===== config.mk =====
export PLATFORM = sky130hd
export DESIGN_NAME = pe_psum_acc
export DESIGN_NICKNAME = d
export VERILOG_FILES = /design/src/rtl/pe_pkg.sv /design/src/rtl/pe_psum_acc.sv
export SDC_FILE = /design/constraint.sdc
export NUM_CORES = 1
export LEC_CHECK = 0
export ABC_CLOCK_PERIOD_IN_PS = 3500
export CORE_UTILIZATION = 55
export CTS_BUF_LIST = sky130_fd_sc_hd__clkbuf_4
export DETAILED_ROUTE_END_ITERATION = 7
export GPL_TIMING_DRIVEN = 0
export PLACE_DENSITY = 0.85
export SLEW_MARGIN = 20
export SYNTH_ARGS = -nofsm -noshare
export SYNTH_HDL_FRONTEND = slang
export SYNTH_SLANG_ARGS = --single-unit

===== constraint.sdc =====
create_clock -name clk -period 3.5 [get_ports clk]
set_input_delay 0.7 -clock clk [delete_from_list [all_inputs] [get_ports clk]]
set_output_delay 0.7 -clock clk [all_outputs]
set_load 0.02 [all_outputs]

===== src/rtl/pe_pkg.sv =====
`default_nettype none
// +--------------------------------------------------------------------------+
// | Module      : pe_pkg                                                       |
// | Description : Shared types and constants for the matrix PE datapath.       |
// |               Holds the partial-sum accumulator state encoding and the     |
// |               default data/counter widths.                                 |
// | Revision    : 1.0 - initial release                                        |
// +--------------------------------------------------------------------------+
package pe_pkg;

  localparam int PE_DATA_W = 32;
  localparam int PE_CNT_W  = 8;

  typedef enum logic [1:0] {
    PSUM_IDLE = 2'd0,
    PSUM_ACC  = 2'd1,
    PSUM_DONE = 2'd2
  } psum_state_e;

endpackage : pe_pkg
`default_nettype wire


===== src/rtl/pe_psum_acc.sv =====
`default_nettype none
// +--------------------------------------------------------------------------+
// | Module      : pe_psum_acc                                                  |
// | Description : Sums vec_num consecutive partial dot products from the       |
// |               adder tree into one result, with sticky signed-overflow      |
// |               flag, presented on a valid/ready handshake.                  |
// | Ports       : clk, rst        - clock, synchronous active-high reset       |
// |               vec_num         - chunks per result (0 treated as 1)         |
// |               psum_in/valid/ready - chunk input handshake                  |
// |               res_data/ovf/valid/ready - result output handshake           |
// |               busy            - accumulation in progress or result pending |
// | Revision    : 1.0 - initial release                                        |
// +--------------------------------------------------------------------------+
module pe_psum_acc
  import pe_pkg::*;
#(
  parameter int DATA_W = PE_DATA_W,
  parameter int CNT_W  = PE_CNT_W
) (
  input  logic              clk,
  input  logic              rst,
  input  logic [CNT_W-1:0]  vec_num,
  input  logic [DATA_W-1:0] psum_in,
  input  logic              psum_valid,
  output logic              psum_ready,
  output logic [DATA_W-1:0] res_data,
  output logic              res_ovf,
  output logic              res_valid,
  input  logic              res_ready,
  output logic              busy
);

  psum_state_e       state_q, state_d;
  logic [DATA_W-1:0] acc_q,   acc_d;
  logic [CNT_W-1:0]  cnt_q,   cnt_d;
  logic [CNT_W-1:0]  len_q,   len_d;
  logic              ovf_q,   ovf_d;

  logic              w_accept;
  logic [DATA_W-1:0] w_sum;
  logic              w_sum_ovf;
  logic [CNT_W-1:0]  w_cnt_inc;
  logic [CNT_W-1:0]  w_len_first;

  // Ready is a pure decode of the registered state, so there is no
  // combinational path from psum_valid.
  assign psum_ready = (state_q != PSUM_DONE);
  assign busy       = (state_q != PSUM_IDLE);
  assign res_valid  = (state_q == PSUM_DONE);
  assign res_data   = acc_q;
  assign res_ovf    = ovf_q;

  assign w_accept    = psum_valid && psum_ready;
  assign w_sum       = acc_q + psum_in;
  // Signed overflow: operands agree in sign, result sign differs.
  assign w_sum_ovf   = (acc_q[DATA_W-1] == psum_in[DATA_W-1]) &&
                       (w_sum[DATA_W-1] != acc_q[DATA_W-1]);
  assign w_cnt_inc   = cnt_q + CNT_W'(1);
  assign w_len_first = (vec_num == '0) ? CNT_W'(1) : vec_num;

  always_comb begin
    state_d = state_q;
    acc_d   = acc_q;
    cnt_d   = cnt_q;
    len_d   = len_q;
    ovf_d   = ovf_q;
    case (state_q)
      PSUM_IDLE: begin
        if (w_accept) begin
          acc_d   = psum_in;
          cnt_d   = CNT_W'(1);
          len_d   = w_len_first;
          ovf_d   = 1'b0;
          state_d = (w_len_first == CNT_W'(1)) ? PSUM_DONE : PSUM_ACC;
        end
      end
      PSUM_ACC: begin
        if (w_accept) begin
          acc_d = w_sum;
          cnt_d = w_cnt_inc;
          ovf_d = ovf_q | w_sum_ovf;
          if (w_cnt_inc == len_q) begin
            state_d = PSUM_DONE;
          end
        end
      end
      PSUM_DONE: begin
        if (res_ready) begin
          state_d = PSUM_IDLE;
        end
      end
      default: begin
        state_d = PSUM_IDLE;
      end
    endcase
  end

  always_ff @(posedge clk) begin
    if (rst) begin
      state_q <= PSUM_IDLE;
      acc_q   <= '0;
      cnt_q   <= '0;
      len_q   <= '0;
      ovf_q   <= 1'b0;
    end else begin
      state_q <= state_d;
      acc_q   <= acc_d;
      cnt_q   <= cnt_d;
      len_q   <= len_d;
      ovf_q   <= ovf_d;
    end
  end

endmodule : pe_psum_acc
`default_nettype wire

==> summary.md, run 1 <==
| Metric | Value |
|---|---|
| Setup ws final | `about 0.13 ns` |
| Critical Path RT | `approximately 2.8 ns` |
| Layout fillers | `~630` |
| GPL Wtd Cong | `0.929` |
| First-pass GRT wire length | `between 20,000 and 25,000 um` |
| Hold crit path type | `reg2reg` |
| CP Cell Sequence | `buf_1 -> clkbuf_1 -> or2_2 -> clkdlybuf4s50_1` |
| DRT iter0 DRCs | `between 300 and 400` |
| Post-CTS Setup Bufs | `0` |
| Num Clock Sinks | `between 50 and 60` |
| Fraction of registers with async set/reset | `0%` |
| Cell Rows | `31` |
| First drt pass iteration count | `5` |
| Netlist Area Pre-Place | `between 4000 and 5000 um^2` |
| Overflow after GRT | `0` |
| Yosys cell types | `65` |
| Worst r2r path cells | `10` |
| Setup violators final | `0` |
| # IOs | `80` |
| Hold Path Stages | `2` |
| Nets@finish | `just over 700` |
| IO buf count | `78` |
| Ranking of synthesized cells by area | `dfxtp_1 24%, ha_1 9.4%, a21oi_1 7.7%` |
| Worst R2R Setup Slack | `approximately 0.56 ns` |
| RSZ-0062 raised after global routing | `false` |
| Warnings, synthesis | `0` |
| Clock Latency Late Sink | `a little under 0.4 ns` |
| Ant. Diodes | `0` |
| Initial antenna violation count | `0` |
| Max_slew headroom | `around 45%` |
| Critical path class | `reg2out` |
| Tmin final | `~3.4 ns` |
| Yosys reg bits | `51` |
| Hold slack | `roughly 0.48 ns` |
| Outcome | `complete, no violations` |
| Clock Tree Root | `clkbuf_4` |
| Synth-to-layout area growth | `23.1%` |
| Die W | `between 80 and 90 um` |
| Worst path max stage delay | `between 0.6 and 0.7 ns` |
| Max-cap violation count | `0` |
| Syn nets | `627` |
| Max H-tree Level | `2` |
| Syn avg cell area | `between 7 and 8 um^2` |
| Fmax | `0.297 GHz` |
| Number of synthesized flops with an enable pin | `0` |
| CP startpoint kind | `register` |
| Endpoints failing hold | `0` |
| Sequential share of the synthesized area | `between 20% and 30%` |
| CP max FO | `10` |
| Synth Instances | `between 500 and 600` |
| Max Buffers Root-to-Sink | `2` |
| Fraction of layout instances using a drive strength above 1 | `just over 5%` |
| Top FF cell, synth | `dfxtp_1` |
| Vias per std cell | `between 6 and 7` |
| Max VDD drop | `0.178 mV` |
| Pwr Total | `between 1.5 and 2 mW` |
| Crit path DAT | `~2.7 ns` |
| CTS tree | `yes` |
| Core area | `around 7400 um^2` |
| Worst slew pin tran | `0.830 ns` |
| Final period util | `96.2%` |
| Final Util | `roughly 71%` |
| Final wirelength | `13,100 um` |
| Die Y | `~90 um` |
| Final Max Tran Viols | `0` |
| All-Layer GR Usage | `between 30% and 40%` |
| PD cells | `~340 nW/um^2` |
| Vias in the first global route | `between 4,000 and 5,000` |
| CTS clock-pin slew for the worst setup and hold paths | `between 0.15 and 0.2 ns` |
| Drt wl/cell | `between 15 and 20 um` |
| Place WS | `-0.394 ns` |
| Critical path endpoint category | `output port` |
| Synth area leader | `dfxtp_1` |
| Post-DP HPWL | `~9900 um` |
| Slowest CP cell | `clkdlybuf4s50_1` |
| P_leak | `about 2.1 nW` |
| TritonCTS buffer count | `5` |
| Post-CTS Hold Buffers | `0` |
| Post-route DRC | `0` |
| Clock skew | `between 0.02 and 0.025 ns` |
| Initial core utilization | `between 50% and 60%` |
| Antenna viol nets, final | `0` |
| Die area | `between 8000 and 9000 um^2` |
| Via count | `4,641` |
| Largest net degree at the start of global routing | `17` |
| Yosys top cell area share | `24.1%` |
[where the power goes]
part           switching (mW)  leakage (nW)  internal [mW]
Combinational           0.455          1.64          0.343
Sequential             0.0405         0.420          0.626
Clock                   0.221        0.0288         0.0778
Total                   0.716          2.09           1.05
[cell usage after synthesis (3+ instances only)]
cell / instances
or2_2: 3
a21oi_1: 65
inv_1: 14
a221oi_1: 5
o21a_1: 3
o221ai_1: 6
nor2b_1: 4
or3_1: 4
a211oi_1: 13
and3_1: 11
o21ai_0: 16
a211o_1: 3
buf_1: 6
o21bai_1: 4
mux2i_1: 10
o211ai_1: 6
and2_1: 3
xnor2_1: 18
nand3_1: 5
nor3_1: 6
buf_2: 6
xor2_1: 15
nand3b_1: 3
nand2_1: 61
dfxtp_1: 51
nor3b_1: 19
nand2b_1: 15
o21ai_1: 8
nand4_1: 6
nor2_1: 47
a21o_1: 9
o22ai_1: 9
nor4_1: 4
a21oi_2: 3
ha_1: 32
o31ai_1: 3
clkbuf_1: 15
a31oi_1: 5
[final cells by class]
| type | count | area, um^2 | area share [%] |
|---|---|---|---|
| plain buffers | 28 | 114 | 2.18 |
| clock buffers | 5 | 37.5 | 0.719 |
| clock inverters | 3 | 20.0 | 0.384 |
| inverters | 14 | 52.6 | 1.01 |
| multi-input cells | 457 | 3070 | 58.8 |
| flip-flops and latches | 51 | 1020 | 19.6 |
| well taps | 99 | 124 | 2.37 |
| repair buffers | 78 | 781 | 15.0 |
[kinds of logic after synthesis]
logic type                 Yosys count  share of synthesized area (%)
muxes                               12                           2.89
adders and majority gates           33                           9.92
and+or+nand+nor                    197                           23.5
DFF                                 51                           24.1
xor gates and xnor gates            33                           6.82
buffers and inverters               42                           3.93
AOI/OAI and AO/OA                  182                           28.9
[worst max-delay path: cells and delay by family (launching register included)]
kind	cells	cell delay (ns)
buffers and inverters	3	1.63
DFF	1	0.42
and+or+nand+nor	1	0.22
[placed cells by master, fill, tap and decap left out, types with 4 or more instances in the layout]
cell / synthesis / routed
clkbuf_1: 15 / 15
or3_1: 4 / 4
xor2_1: 15 / 15
xnor2_1: 18 / 18
o21ai_0: 16 / 16
clkdlybuf4s50_1: 0 / 78
o21ai_1: 8 / 8
o221ai_1: 6 / 6
mux2i_1: 10 / 10
nor2_1: 47 / 47
nand4_1: 6 / 6
a211oi_1: 13 / 13
clkbuf_4: 0 / 5
a21o_1: 9 / 9
o22ai_1: 9 / 9
and3_1: 11 / 11
dfxtp_1: 51 / 51
nor3_1: 6 / 6
nor2b_1: 4 / 4
buf_1: 6 / 6
a21oi_1: 65 / 65
nor3b_1: 19 / 19
inv_1: 14 / 14
o211ai_1: 6 / 6
nand3_1: 5 / 5
a31oi_1: 5 / 5
nor4_1: 4 / 4
buf_2: 6 / 6
nand2_1: 61 / 61
o21bai_1: 4 / 4
a221oi_1: 5 / 5
nand2b_1: 15 / 15
ha_1: 32 / 32
[sequential cells by signal (all words and copies together) (netlist names)]
name / cells
cnt_q: 8
len_q: 8
res_data: 32
res_ovf: 1
state_q: 2
[final timing paths]
kind,startpoint,endpoint
worst min-delay path,len_q[5],len_q[5]
worst min register to register,len_q[5],len_q[5]
worst max register to register,res_data[0],res_data[30]
worst max-delay path,state_q[0],busy
[stage by stage]
stage | area [um^2] | std cells | TNS (ns)
floorplan | 4240 | 550 | 0
global placement | 5140 | 727 | -0.563
detailed placement | 5140 | 727 | -0.648
CTS | 5200 | 735 | 0
global route | 5220 | 735 | 0
finish | 5220 | 735 | 0
[per-layer routing]
layer / global-route usage, % / part of all wire, % / wire, um / vias up
li1: - / - / - / 2196
met2: 54.4 / 47 / 6220 / 221
met5: 0 / 0 / 0 / -
met4: 14.6 / 3.2 / 426 / 0
met3: 5.25 / 7.6 / 992 / 40
met1: 39.8 / 42 / 5470 / 2184
[timing repair]
item,CTS,global route
resized for setup,0,2
endpoints found under the hold margin,0,0
setup endpoints to repair,0,1
(Power assumes the default switching activity.)
==> run 2, diff against run 1 <==
Settings changed: ABC_CLOCK_PERIOD_IN_PS 3500 to 3050, CORE_UTILIZATION 55 to 49, PLACE_DENSITY 0.85 to 0.8.
Clock period 3.5 ns to 3.05 ns, I/O delays scaled along.
==> summary.md, run 2 (synthesized netlist as in run 1, its figures left out) <==
| Metric | Value |
|---|---|
| Antenna viol nets, final | `0 (unchanged)` |
| Max-cap violation count | `0 (unchanged)` |
| WP buf/inv | `2 (-1)` |
| Nets@finish | `713 (+0.14%)` |
| Setup ws final | `0.0564 ns (-0.0761 ns)` |
| Num Clock Sinks | `51 (unchanged)` |
| IO buf count | `78 (unchanged)` |
| Outcome | `complete, no violations` |
| CTS clock-pin slew for the worst setup and hold paths | `0.17 ns (about the same)` |
| Synth-to-layout area growth | `24.3%` |
| Place WS | `-0.732 ns (-0.338 ns)` |
| CP startpoint kind | `primary input` |
| Via count | `4,576 (-1.4%)` |
| Tmin final | `about 3.0 ns` |
| Endpoints failing hold | `0 (unchanged)` |
| Fin area | `5270 um^2 (+0.94%)` |
| Overflow after GRT | `0 (unchanged)` |
| Leading cell types in the layout, fill and taps excluded | `78 x clkdlybuf4s50_1, 64 x a21oi_1, 61 x nand2_1, 51 x dfxtp_1, 47 x nor2_1` |
| Met1 Use GR | `38.8% (-1.0 points)` |
| Crit path DAT | `3.29 ns (+0.62 ns)` |
| CTS tree | `yes` |
| Fraction of layout instances using a drive strength above 1 | `6.44% (+1.2 points)` |
| Drt wl/cell | `17.6 um (-1.2%)` |
| Die Y | `95.0 um (+5.8%)` |
| Max_slew headroom | `40.1% (-4.6 points)` |
| All-Layer GR Usage | `30.1% (-2.0 points)` |
| Clock skew | `0.0149 ns (-0.00610 ns)` |
| Vias per std cell | `6.17 (-2.3%)` |
| # IOs | `80 (unchanged)` |
| Post-DP HPWL | `9860 um (about the same)` |
| Most common cell after layout, fill and taps aside | `clkdlybuf4s50_1` |
| Hold crit path type | `reg2reg` |
| Fmax | `between 0.3 and 0.4 GHz` |
| Core area | `8300 um^2 (+13%)` |
| Setup violators final | `0 (unchanged)` |
| PD cells | `384 nW/um^2 (+14%)` |
| Vias in the first global route | `4,398 (-2.2%)` |
| TritonCTS buffer count | `5 (unchanged)` |
| Worst slew pin tran | `0.898 ns (+0.0684 ns)` |
| Ant. Diodes | `0 (unchanged)` |
| Largest net degree at the start of global routing | `17 (unchanged)` |
| Placed Cells | `733 (+0.83%)` |
| Final wirelength | `13,100 um (-0.27%)` |
| M3 GR Usage | `4.91% (-0.33 points)` |
| GPL Wtd Cong | `0.934 (+0.58%)` |
| DRT iter0 DRCs | `271 (-11%)` |
| Grt peak-use layer | `met2` |
| Placed cell area | `5150 um^2 (+0.15%)` |
| Critical Path RT | `3.34 ns (+0.54 ns)` |
| Max VDD drop | `0.200 mV (+13%)` |
| Final Max Tran Viols | `0 (unchanged)` |
| Initial core utilization | `51.1% (-6.4 points)` |
| First-pass GRT wire length | `21,300 um (+0.79%)` |
| Post-route DRC | `0 (unchanged)` |
| Final period util | `approximately 98%` |
| Largest delay share family, worst path | `compound AO/OA/AOI/OAI gates` |
| RSZ-0062 raised after global routing | `true` |
| Clock Latency Late Sink | `0.38 ns (about the same)` |
| Clock Tree Root | `clkbuf_4` |
| Post-Route Setup TNS | `0 ns (unchanged)` |
| CP max FO | `3 (-7)` |
| Critical path endpoint category | `register` |
| CP Cell Sequence | `clkdlybuf4s50_1 -> ha_2 -> inv_1 -> fa_1 -> nand2b_4 -> a21oi_4 -> o21ai_4 -> a2111oi_4 -> nor3b_2 -> mux2i_1 -> a2111oi_2` |
| Initial antenna violation count | `0 (unchanged)` |
| Critical path class | `in2reg` |
| Max H-tree Level | `2 (unchanged)` |
| Finished Layout Cells | `742 (+0.95%)` |
| Die W | `95.0 um (+5.8%)` |
| Largest register FFs | `32 (unchanged)` |
| Worst path max stage delay | `0.49 ns (-0.12 ns)` |
| Worst R2R Setup Slack | `0.38 ns (-0.18 ns)` |
| Die area | `9020 um^2 (+12%)` |
| Slowest CP cell | `clkdlybuf4s50_1` |
| Grt met2 use | `49.0% (-5.4 points)` |
| P_leak | `2.11 nW (+1.3%)` |
| First drt pass iteration count | `4 (-1)` |
| Hold slack | `0.486 ns (+0.00611 ns)` |
| Max Buffers Root-to-Sink | `2 (unchanged)` |
| Cell Rows | `33 (+6.5%)` |
## run 2: tightest hold or removal path, stage by stage (launching register included)
cell     delay [ns]
dfxtp_1        0.35
nand2_1        0.05
a21oi_1        0.05
## run 2: area by class of cell
type	count	area, um^2
tap	105	131
multi-input combinational	457	3100
clock buffer	5	37.5
clock inverter	3	18.8
sequential	51	1020
fill	769	3030
inverter	14	52.6
timing repair buffer	79	788
buffer	28	116
## run 2: path summary, 6_finish.rpt
path | depth (start not counted) | startpoint | to
setup reg to reg | 10 | res_data[0] | res_data[30]
hold / removal | 2 | len_q[5] | len_q[5]
setup / recovery | 11 | psum_in[0] | res_data[30]
hold reg to reg | 2 | len_q[5] | len_q[5]
## run 2: stage by stage
stage / util (%) / total power, mW
3_5_place_dp: 62.1 / 1.67
4_1_cts: 63.0 / 2.01
5_1_grt: 63.5 / 2.14
2_1_floorplan: - / 1.37
6_report: 63.5 / 2.02
3_3_place_gp: 62.1 / 1.64
## run 2: where the power goes
part,switching [mW],internal [mW]
logic,0.527,0.397
registers,0.0453,0.719
clock network,0.242,0.0911
## run 2: what timing repair did
action,in CTS,in global routing
hold buffers,0,0
setup endpoints to repair,4,4
pin swaps,0,3
setup buffers,0,1
resized for setup,5,5
## run 2: metal layers
layer  vias to the layer above  wire, um
li1                       2204         -
met5                         -         0
met2                       188      6060
met1                      2145      5670
met3                        39       920
met4                         0       421
